$ cat config.mk
export PLATFORM = sky130hd
export DESIGN_NAME = eth_10g_mac_tx_frame_skid_adapter
export DESIGN_NICKNAME = d
export VERILOG_FILES = /design/src/rtl/eth_10g_mac_tx_frame_skid_adapter.sv
export SDC_FILE = /design/constraint.sdc
export NUM_CORES = 1
export LEC_CHECK = 0
export CORE_MARGIN = 3
export CORE_UTILIZATION = 46
export DETAILED_ROUTE_END_ITERATION = 10
export MAX_ROUTING_LAYER = met4
export PLACE_DENSITY = 0.77
export SLEW_MARGIN = 40
export SYNTH_ARGS = -nofsm -noshare
export SYNTH_HDL_FRONTEND = slang
export SYNTH_SLANG_ARGS = --single-unit
$ cat constraint.sdc
create_clock -name clk -period 1.8 [get_ports clk]
set_clock_uncertainty 0.05 [all_clocks]
set_input_delay 0.27 -clock clk [delete_from_list [all_inputs] [get_ports clk]]
set_output_delay 0.27 -clock clk [all_outputs]
set_load 0.01 [all_outputs]
$ cat src/rtl/eth_10g_mac_tx_frame_skid_adapter.sv
// TX client to 10G MAC frame adapter: 2-entry registered skid buffer with
// a framing FSM that repairs sop/eop violations and counts them.
module eth_10g_mac_tx_frame_skid_adapter #(
  parameter int unsigned DATA_WIDTH  = 64,
  parameter int unsigned EMPTY_WIDTH = 3,
  parameter int unsigned CNT_WIDTH   = 16
) (
  input  logic                   clk,
  input  logic                   reset,
  output logic                   in_ready,
  input  logic                   in_valid,
  input  logic [DATA_WIDTH-1:0]  in_data,
  input  logic                   in_error,
  input  logic                   in_startofpacket,
  input  logic                   in_endofpacket,
  input  logic [EMPTY_WIDTH-1:0] in_empty,
  output logic                   out_valid,
  output logic [DATA_WIDTH-1:0]  out_data,
  output logic                   out_error,
  output logic                   out_startofpacket,
  output logic                   out_endofpacket,
  output logic [EMPTY_WIDTH-1:0] out_empty,
  input  logic                   out_ready,
  output logic [CNT_WIDTH-1:0]   drop_count,
  output logic [CNT_WIDTH-1:0]   frame_err_count
);

  localparam int unsigned PAYLOAD_WIDTH = DATA_WIDTH + EMPTY_WIDTH + 3;

  typedef enum logic {
    IDLE   = 1'b0,
    IN_PKT = 1'b1
  } state_t;

  state_t                   state;
  logic [1:0]               count;
  logic [1:0]               count_next;
  logic [PAYLOAD_WIDTH-1:0] head;
  logic [PAYLOAD_WIDTH-1:0] skid;
  logic [PAYLOAD_WIDTH-1:0] beat;
  logic                     accept;
  logic                     pop;
  logic                     store;
  logic                     drop;
  logic                     frame_err;

  // Beat classification and repaired payload for the accepted beat
  always_comb begin
    accept     = in_valid & in_ready;
    pop        = out_valid & out_ready;
    store      = accept & ((state == IN_PKT) | in_startofpacket);
    drop       = accept & (state == IDLE) & ~in_startofpacket;
    frame_err  = accept & (state == IN_PKT) & in_startofpacket;
    beat       = {in_data,
                  in_error | ((state == IN_PKT) & in_startofpacket),
                  in_startofpacket & (state == IDLE),
                  in_endofpacket,
                  in_endofpacket ? in_empty : EMPTY_WIDTH'(0)};
    count_next = count + 2'(store) - 2'(pop);
  end

  assign {out_data, out_error, out_startofpacket, out_endofpacket, out_empty} = head;

  always_ff @(posedge clk) begin
    if (reset) begin
      state           <= IDLE;
      count           <= 2'd0;
      in_ready        <= 1'b0;
      out_valid       <= 1'b0;
      head            <= '0;
      skid            <= '0;
      drop_count      <= '0;
      frame_err_count <= '0;
    end else begin
      count     <= count_next;
      in_ready  <= (count_next != 2'd2);
      out_valid <= (count_next != 2'd0);

      // Framing FSM advances only on accepted beats
      if (accept) begin
        case (state)
          IDLE:    if (in_startofpacket && !in_endofpacket) state <= IN_PKT;
          IN_PKT:  if (in_endofpacket) state <= IDLE;
          default: state <= IDLE;
        endcase
      end

      // Head is refilled from the skid entry, or directly when it is free
      if (pop && count == 2'd2) begin
        head <= skid;
      end else if (store && (count == 2'd0 || (count == 2'd1 && pop))) begin
        head <= beat;
      end
      if (store && count == 2'd1 && !pop) begin
        skid <= beat;
      end

      if (drop && drop_count != '1) begin
        drop_count <= drop_count + CNT_WIDTH'(1);
      end
      if (frame_err && frame_err_count != '1) begin
        frame_err_count <= frame_err_count + CNT_WIDTH'(1);
      end
    end
  end

endmodule
### After elaboration in Yosys (flattened, before gate mapping)

Cells that the tools add are included.

| cells by class | value |
|---|---|
| bitwise logic cells | 13 |
| add/subtract/negate cells | 4 |
| reductions and logical operators | 14 |
| muxes and demuxes | 6 |
| equality and inequality tests | 5 |

Operators with widths:

| kind | number |
|---|---|
| $mux W70 | 2 |
| $add A16 B1 Y16 const B | 2 |
| $ne A16 B16 Y1 const B | 2 |
| $and A1 B1 Y1 | 9 |
| $logic_and A1 B1 Y1 | 8 |
| $reduce_bool A2 Y1 | 2 |
| $mux W3 | 1 |
| $add A2 B1 Y2 | 1 |
| $eq A2 B1 Y1 const B | 1 |
| $eq A2 B2 Y1 const B | 1 |
| $logic_not A1 Y1 | 2 |
| $logic_not A2 Y1 | 1 |
| $mux W1 | 2 |
| $ne A2 B2 Y1 const B | 1 |
| $not A1 Y1 | 2 |
| $or A1 B1 Y1 | 2 |
| $pmux W1 S2 | 1 |
| $sub A2 B1 Y2 | 1 |
| $logic_or A1 B1 Y1 | 1 |

| storage, ports and cells | value |
|---|---|
| bits of input ports | 74 |
| bits in registers | 177 |
| output and inout bits | 104 |
| logic and storage cells | 50 |

### Longest topological paths before layout

Gate-level depths: netlist of the first run.

| logic depth | value |
|---|---|
| depth in word-level cells | 6 |
| depth in mapped cells | 7 |
| depth with buffers taken out | 6 |

### Worst setup path after synthesis of the first run

OpenSTA, ideal clock, no wires.

| timing path | value |
|---|---|
| path type | register -> register |
| start point | reg in_ready |
| end point | reg head[0] |
| path slack | -0.002 ns |
| buffers on the path | 2 |
| cell stages (with the launch flop) | 6 |
| setup time | 0.147 ns |
| clock period less this slack | 1.802 ns |
| data arrival time | 1.605 ns |
| cells stage by stage | dfxtp_1 o211ai_2 o31ai_4 buf_6 buf_6 a311oi_2 |

| on the way | value |
|---|---|
| word-level cells in the longest chain between the ends | 4 |

Ends and longest elaborated chain:

| item | line | text |
|---|---|---|
| from (decl) | 10 | `output logic in_ready,` |
| from (signal assigned) | 76 | `in_ready <= (count_next != 2'd2);` |
| $and A1 B1 Y1 | 49 | `accept = in_valid & in_ready;` |
| $and A1 B1 Y1 | 51 | `store = accept & ((state == IN_PKT) \| in_startofpacket);` |
| $logic_and A1 B1 Y1 | 91 | `end else if (store && (count == 2'd0 \|\| (count == 2'd1 && pop))) begin` |
| $reduce_bool A2 Y1 (no source line) | -- |  |
| to (signal assigned) | 90 | `head <= skid;` |
| to (signal assigned) | 92 | `head <= beat;` |
| to (decl) | 38 | `logic [PAYLOAD_WIDTH-1:0] head;` |

Every way passes these cells.
A chain may end at the register's enable or synchronous reset.

### Worst setup path after layout of the first run

| timing path | value |
|---|---|
| start point | reg drop_count[13] |
| end point | out drop_count[13] |

RTL lines:

| item | line | text |
|---|---|---|
| from (decl) | 24 | `output logic [CNT_WIDTH-1:0] drop_count,` |
| from (signal assigned) | 99 | `drop_count <= drop_count + CNT_WIDTH'(1);` |

No word-level cell between the ends.

==> impl_results.md, run 1 <==
- Setup-failing EPs final: 0
- EDFF count, synth: 0
- DRC: 0
- Fillers: 1403
- WL/cell: 14.9 um
- Core Region: 16600 um2
- CP Max Fanout: 6
- Pwr per Cell Area: 979 nW/um2
- Final period util: 97.7%
- WP buf/inv: 1
- Critical Path, Cell by Cell: clkdlybuf4s50_1
- TritonCTS clock tree: yes
- Ranking of synthesized cells by area: dfxtp_1 (45%), nand2_1 (14%), a311oi_2 (13%)
- Iteration-0 DRC Markers: 533
- Shortest period the worst path allows: 1760 ps
- Cell taking the most area after synthesis: dfxtp_1
- Input/output buffers: 177
- Lkg Pwr: 3.96 nW
- Clock tree buffer depth: 2
- DR vias: 7188
- # H-tree levels: 4
- FFs w/ async S/R, synth: 0%
- CTS Sinks: 177
- Top Family by Delay on Critical Path: buffers and inverters
- Fin area: 11000 um2
- VDD IR max: 0.687 mV
- Initial antenna violation count: 0
- Library cells used by synthesis: 57
- Critical Path Source Type: flop
- Syn Nets: 990
- Post-route antenna net violation count: 0
- Worst-path clk slew: 70 ps
- Max Freq: 569 MHz
- RePlAce Congestion: 0.812
- Die height: 137 um
- First-pass GRT wire length: 32800 um
- Worst-skew pair later-pin latency: 420 ps
- GRT Util Overall: 22.2%
- Die width: 137 um
- Initial Utilization: 47.1%
- Largest net degree at the start of global routing: 72
- RSZ-0062 raised after global routing: true
- Layout Nets: 1195
- FP Rows: 47
- HP Class: primary input to flop
- Register area share after synthesis: 45.2%
- Min Hold Slack: 171 ps
- Area delta synth->final: 40.5%
- CP endpoint kind: output port
- WL final: 20200 um
- Syn Area/Cell: 8.58 um2
- Synth Register Bits: 177
- Outcome: finished, final reports clean
- Pins Over Slew Limit: 0
- Mapped Cells: 913
- Data arrival, critical path: 1440 ps
- Synth Cell Area: 7840 um2
- Post-DP HPWL: 13800 um
- Slew Limit Headroom: 71.9%
- Worst slew pin tran: 418 ps
- Overflow after GRT: 0
- Data required, critical path: 1480 ps
- # Max-Cap Violations: 0
- Commonest cells post-synth: nand2_1 (286), dfxtp_1 (177), a21oi_1 (93)
- Top-count cell post-synth: nand2_1
- Post-DP Area: 10300 um2
- Vias in the first global route: 6781
- Hold Vio Cnt, Final: 0
- Final core occ: 66.1%
- Slowest CP cell: clkdlybuf4s50_1
- CP max stage delay: 580 ps
- N_diodes: 0
- DIE AREA: 18600 um2
- Layout cells sized above 1: 19.5%
- Post-synth top area share: 45.2%
- # IOs: 178
- Root Buffer: clkbuf_16
- Synth Flop Type: dfxtp_1
- WS Path Type: flop to output port
- Inserted Clock Buffers: 17
- Ys Warns: 0
- Number of detailed-routing iterations run before antenna repair: 4
- Vias per cell: 5.32
## registers in the layout (all words and copies together) (netlist names)
signal / flops
count: 2
head: 70
drop_count: 16
skid: 70
frame_err_count: 16
out_valid: 1
in_ready: 1
state: 1
## cells in the final DEF (no fill, tap or decap), types with 4 or more instances in the layout
cell type	synthesis	final
a21oi_1	93	92
a311oi_2	67	67
and4_1	4	4
buf_12	0	18
buf_4	2	61
clkbuf_16	0	17
clkdlybuf4s50_1	0	164
clkinv_2	0	8
dfxtp_1	177	171
dfxtp_2	0	5
dlymetal6s2s_1	0	10
inv_1	7	7
mux2_2	6	6
nand2_1	286	286
nand3_1	11	9
nand4_1	9	9
nor2_1	73	73
nor2_2	7	7
nor2b_1	6	6
nor3_1	4	4
o21ai_0	7	7
o31ai_1	11	11
or3_1	4	4
or4_1	12	12
## cells by family after synthesis
kind of cell    after synthesis  share of synthesized area (%)
simple gates                438                           24.3
flops                       177                           45.2
mux                           7                          0.990
compound gates              205                           23.3
fa+ha+maj                     3                          0.479
buf+inv                      79                           5.25
xor+xnor                      4                          0.447
## stage by stage
stage               TNS [ps]  total power (W)  instances  setup WS, ps
floorplan                  0          0.00610        913          34.8
global placement      -50570          0.00730       1312          -435
detailed placement    -53680          0.00736       1312          -482
CTS                        0           0.0108       1344          11.3
global route           -34.9           0.0113       1351         -15.3
finish                     0           0.0108       1351          41.2
## layout make-up
| class | instances | area (um2) | share of cell area, % |
|---|---|---|---|
| clock inverters | 14 | 113 | 1.02 |
| clock buffers | 18 | 439 | 3.99 |
| multi-input cells | 658 | 3960 | 36.0 |
| flip-flops and latches | 177 | 3550 | 32.3 |
| well taps | 220 | 275 | 2.50 |
| repair buffers | 257 | 2640 | 24.0 |
| inverters | 7 | 26.3 | 0.239 |
## final timing paths
| kind | from | end | slack (ps) | cells past startpoint |
|---|---|---|---|---|
| max | drop_count[13] | drop_count[13] | 40 | 1 |
| min | reset | frame_err_count[13] | 170 | 2 |
| max reg2reg | state | in_ready | 70 | 7 |
| min reg2reg | skid[1] | skid[1] | 400 | 2 |
## metal layers
layer	GRT usage, %	share of wire, %	up-vias
met5	-	0	-
met4	6.38	1.3	0
met2	36.1	49	160
met3	4.15	5.2	17
li1	-	-	3605
met1	28.3	44	3406
## repair_timing
item,in CTS,in global routing
setup endpoints to repair,8,89
hold buffers,0,0
pin swaps,0,5
resized for setup,4,24
gates cloned,0,1
buffers inserted,0,6
## power breakdown
part,switching (W),total [W],internal (W)
registers,0.000233,0.00453,0.00430
clock network,0.00153,0.00347,0.00194
logic,0.00131,0.00278,0.00147
total,0.00307,0.0108,0.00770
(Power assumes the default switching activity.)
==> run 2: changes to the inputs <==
Settings changed: CORE_UTILIZATION 46 to 47, CTS_BUF_LIST set to sky130_fd_sc_hd__clkbuf_8, PLACE_DENSITY 0.77 to 0.78.
==> run 2 against run 1 <==
Against the previous run: flip-flop and latch count did not move; register-to-register slack got worse by 30 ps; design area down 1.6%; count of clock-buffer cells in the layout is 1 lower; routed wire length up 0.28%; global-route usage rose by 0.23 points; hold slack got worse by 24 ps; largest power group unchanged.
==> impl_results.md, run 2 (synthesized netlist as in run 1, its figures left out) <==
- Reg-to-reg slack, setup: 40 ps (was 70 ps)
- TritonCTS clock tree: yes (unchanged)
- Data arrival, critical path: 2110 ps (was 1440 ps)
- CP max stage delay: 430 ps (was 580 ps)
- Origin of the critical flop-to-flop path: state (unchanged)
- Largest registers: head (70), skid (70) (unchanged)
- GRT Util Overall: 22.4% (was 22.2%)
- CP Max Fanout: 6 (unchanged)
- Layout cells sized above 1: 20.8% (was 19.5%)
- Die width: 135 um (was 137 um)
- Pwr per Cell Area: 920 nW/um2 (was 979 nW/um2)
- Critical Path, Cell by Cell: buf_4 -> and4bb_2 -> o2111ai_1 -> or4_1 -> a21oi_1 (was clkdlybuf4s50_1)
- Post-route antenna net violation count: 0 (unchanged)
- Reg2Reg Depth: 5 (was 7)
- Initial Utilization: 48.6% (was 47.1%)
- Hold Vio Cnt, Final: 0 (unchanged)
- DR vias: 7268 (was 7188)
- Hold_buf cts: 0 (unchanged)
- Vias in the first global route: 6702 (was 6781)
- Min Hold Slack: 147 ps (was 171 ps)
- Root Buffer: clkbuf_8 (was clkbuf_16)
- Vias per cell: 5.39 (was 5.32)
- Post-DP Area: 10300 um2 (about the same)
- Critical Path Source Type: flop (unchanged)
- Most frequent cells in the layout: nand2_1 (286), dfxtp_1 (160), clkdlybuf4s50_1 (159) (was nand2_1 (286), dfxtp_1 (171), clkdlybuf4s50_1 (164))
- Layout Nets: 1196 (was 1195)
- Setup TNS: 0 ps (unchanged)
- DIE AREA: 18300 um2 (was 18600 um2)
- WL/cell: 15.0 um (was 14.9 um)
- Max Freq: 568 MHz (was 569 MHz)
- First-pass GRT wire length: 32800 um (about the same)
- # IOs: 178 (unchanged)
- Slew Limit Headroom: 72.2% (was 71.9%)
- WP buf/inv: 1 (unchanged)
- Initial antenna violation count: 1 (was 0)
- WL final: 20200 um (about the same)
- DRC: 0 (unchanged)
- # H-tree levels: 4 (unchanged)
- Area delta synth->final: 38.3% (was 40.5%)
- VDD IR max: 0.460 mV (was 0.687 mV)
- Number of detailed-routing iterations run before antenna repair: 7 (was 4)
- Pins Over Slew Limit: 0 (unchanged)
- # Max-Cap Violations: 0 (unchanged)
- Iteration-0 DRC Markers: 440 (was 533)
- Data required, critical path: 2150 ps (was 1480 ps)
- Post-DP HPWL: 13900 um (was 13800 um)
- Fin area: 10800 um2 (was 11000 um2)
- RSZ-0062 raised after global routing: true (unchanged)
- Largest net degree at the start of global routing: 76 (was 72)
- Outcome: finished, final reports clean (unchanged)
- HP Class: primary input to flop (unchanged)
- Clock tree buffer depth: 2 (unchanged)
- Core Region: 16100 um2 (was 16600 um2)
- Worst hold start: reset (unchanged)
- FP Rows: 46 (was 47)
- Inserted Clock Buffers: 17 (unchanged)
- CP endpoint kind: flop (was output port)
- Lkg Pwr: 3.81 nW (was 3.96 nW)
- RePlAce Congestion: 0.858 (was 0.812)
- Levels on crit path: 5 (was 1)
- Min-Delay Path Depth: 2 (unchanged)
- Overall power: 0.00997 W (was 0.0108 W)
- Final cell count without fillers: 1349 (was 1351)
- Slowest CP cell: or4_1 (was clkdlybuf4s50_1)
- Start point of the critical path: state (was drop_count[13])
- Shortest period the worst path allows: 1760 ps (about the same)
- Final period util: 97.8% (was 97.7%)
- Top Family by Delay on Critical Path: simple AND/OR/NAND/NOR gates (was buffers and inverters)
- Post-placement cell count: 1312 (unchanged)
- Overflow after GRT: 0 (unchanged)
- Worst-path clk slew: 100 ps (was 70 ps)
- Input/output buffers: 177 (unchanged)
- Worst slew pin tran: 417 ps (was 418 ps)
- Worst-skew pair later-pin latency: 460 ps (was 420 ps)
- Reg2Reg Capture Point: drop_count[14] (was in_ready)
- Hold Crit Endpoint: frame_err_count[13] (unchanged)
- Die height: 135 um (was 137 um)
- Most common cell after layout, fill and taps aside: nand2_1 (unchanged)
- Setup-failing EPs final: 0 (unchanged)
- CTS Sinks: 177 (unchanged)
- WS Path Type: flop to flop (was flop to output port)
[run 2: changes by cell type in the layout (fill, tap and decap cells not counted), sizes merged]
cell           before  now
diode               0    1
clkinv              9    3
inv                10   14
dlygate4sd2         2   16
dlymetal6s2s       10    1
clkinvlp            1    4
clkdlybuf4s50     164  159
[run 2: worst register-to-register path, delay by kind of cell (launching register included)]
kind	cells	cell delay (ps)
compound gates	2	340
flops	1	370
simple gates	2	790
buf+inv	1	140
[run 2: metrics by stage]
stage,utilization [%],setup WS [ps]
detailed placement,64.1,-418
finish,67.2,38.9
floorplan,-,34.8
global placement,64.1,-369
global route,67.2,-46.0
CTS,66.5,1.36
[run 2: how the worst max path moves through the flow]
stage                     endpoint  slack, ps
3_3_place_gp        drop_count[14]       -370
4_1_cts              drop_count[3]          1
6_report            drop_count[14]         40
3_5_place_dp   frame_err_count[15]       -420
5_1_grt                   in_ready        -50
2_1_floorplan  frame_err_count[15]         30
[run 2: report_power, final]
group,internal (W),leakage (nW),switching (W)
clock,0.00114,0.185,0.00154
sequential,0.00429,1.44,0.000243
combinational,0.00146,2.18,0.00130
total,0.00689,3.81,0.00308
[run 2: layout make-up]
cell class,instances,area (um2)
fillers,1331,5280
diodes,1,2.50
repair buffers,258,2610
flip-flops and latches,177,3570
clock buffers,17,234
multi-input cells,658,3970
clock inverters,15,151
well taps,216,270
inverters,7,26.3
[run 2: per-layer routing]
metal  up-vias  global-route usage (%)  wire, um
met5         -                       -         0
met4         0                    6.49       322
met2       192                    35.1      9760
met3        25                    5.33      1150
met1      3442                    29.1      9020
li1       3609                       -         -
[run 2: timing repair]
action,in CTS,in global routing
endpoints found under the setup margin,27,81
gates cloned,0,2
resized for setup,24,25
pin swaps,1,5
buffers inserted,1,1
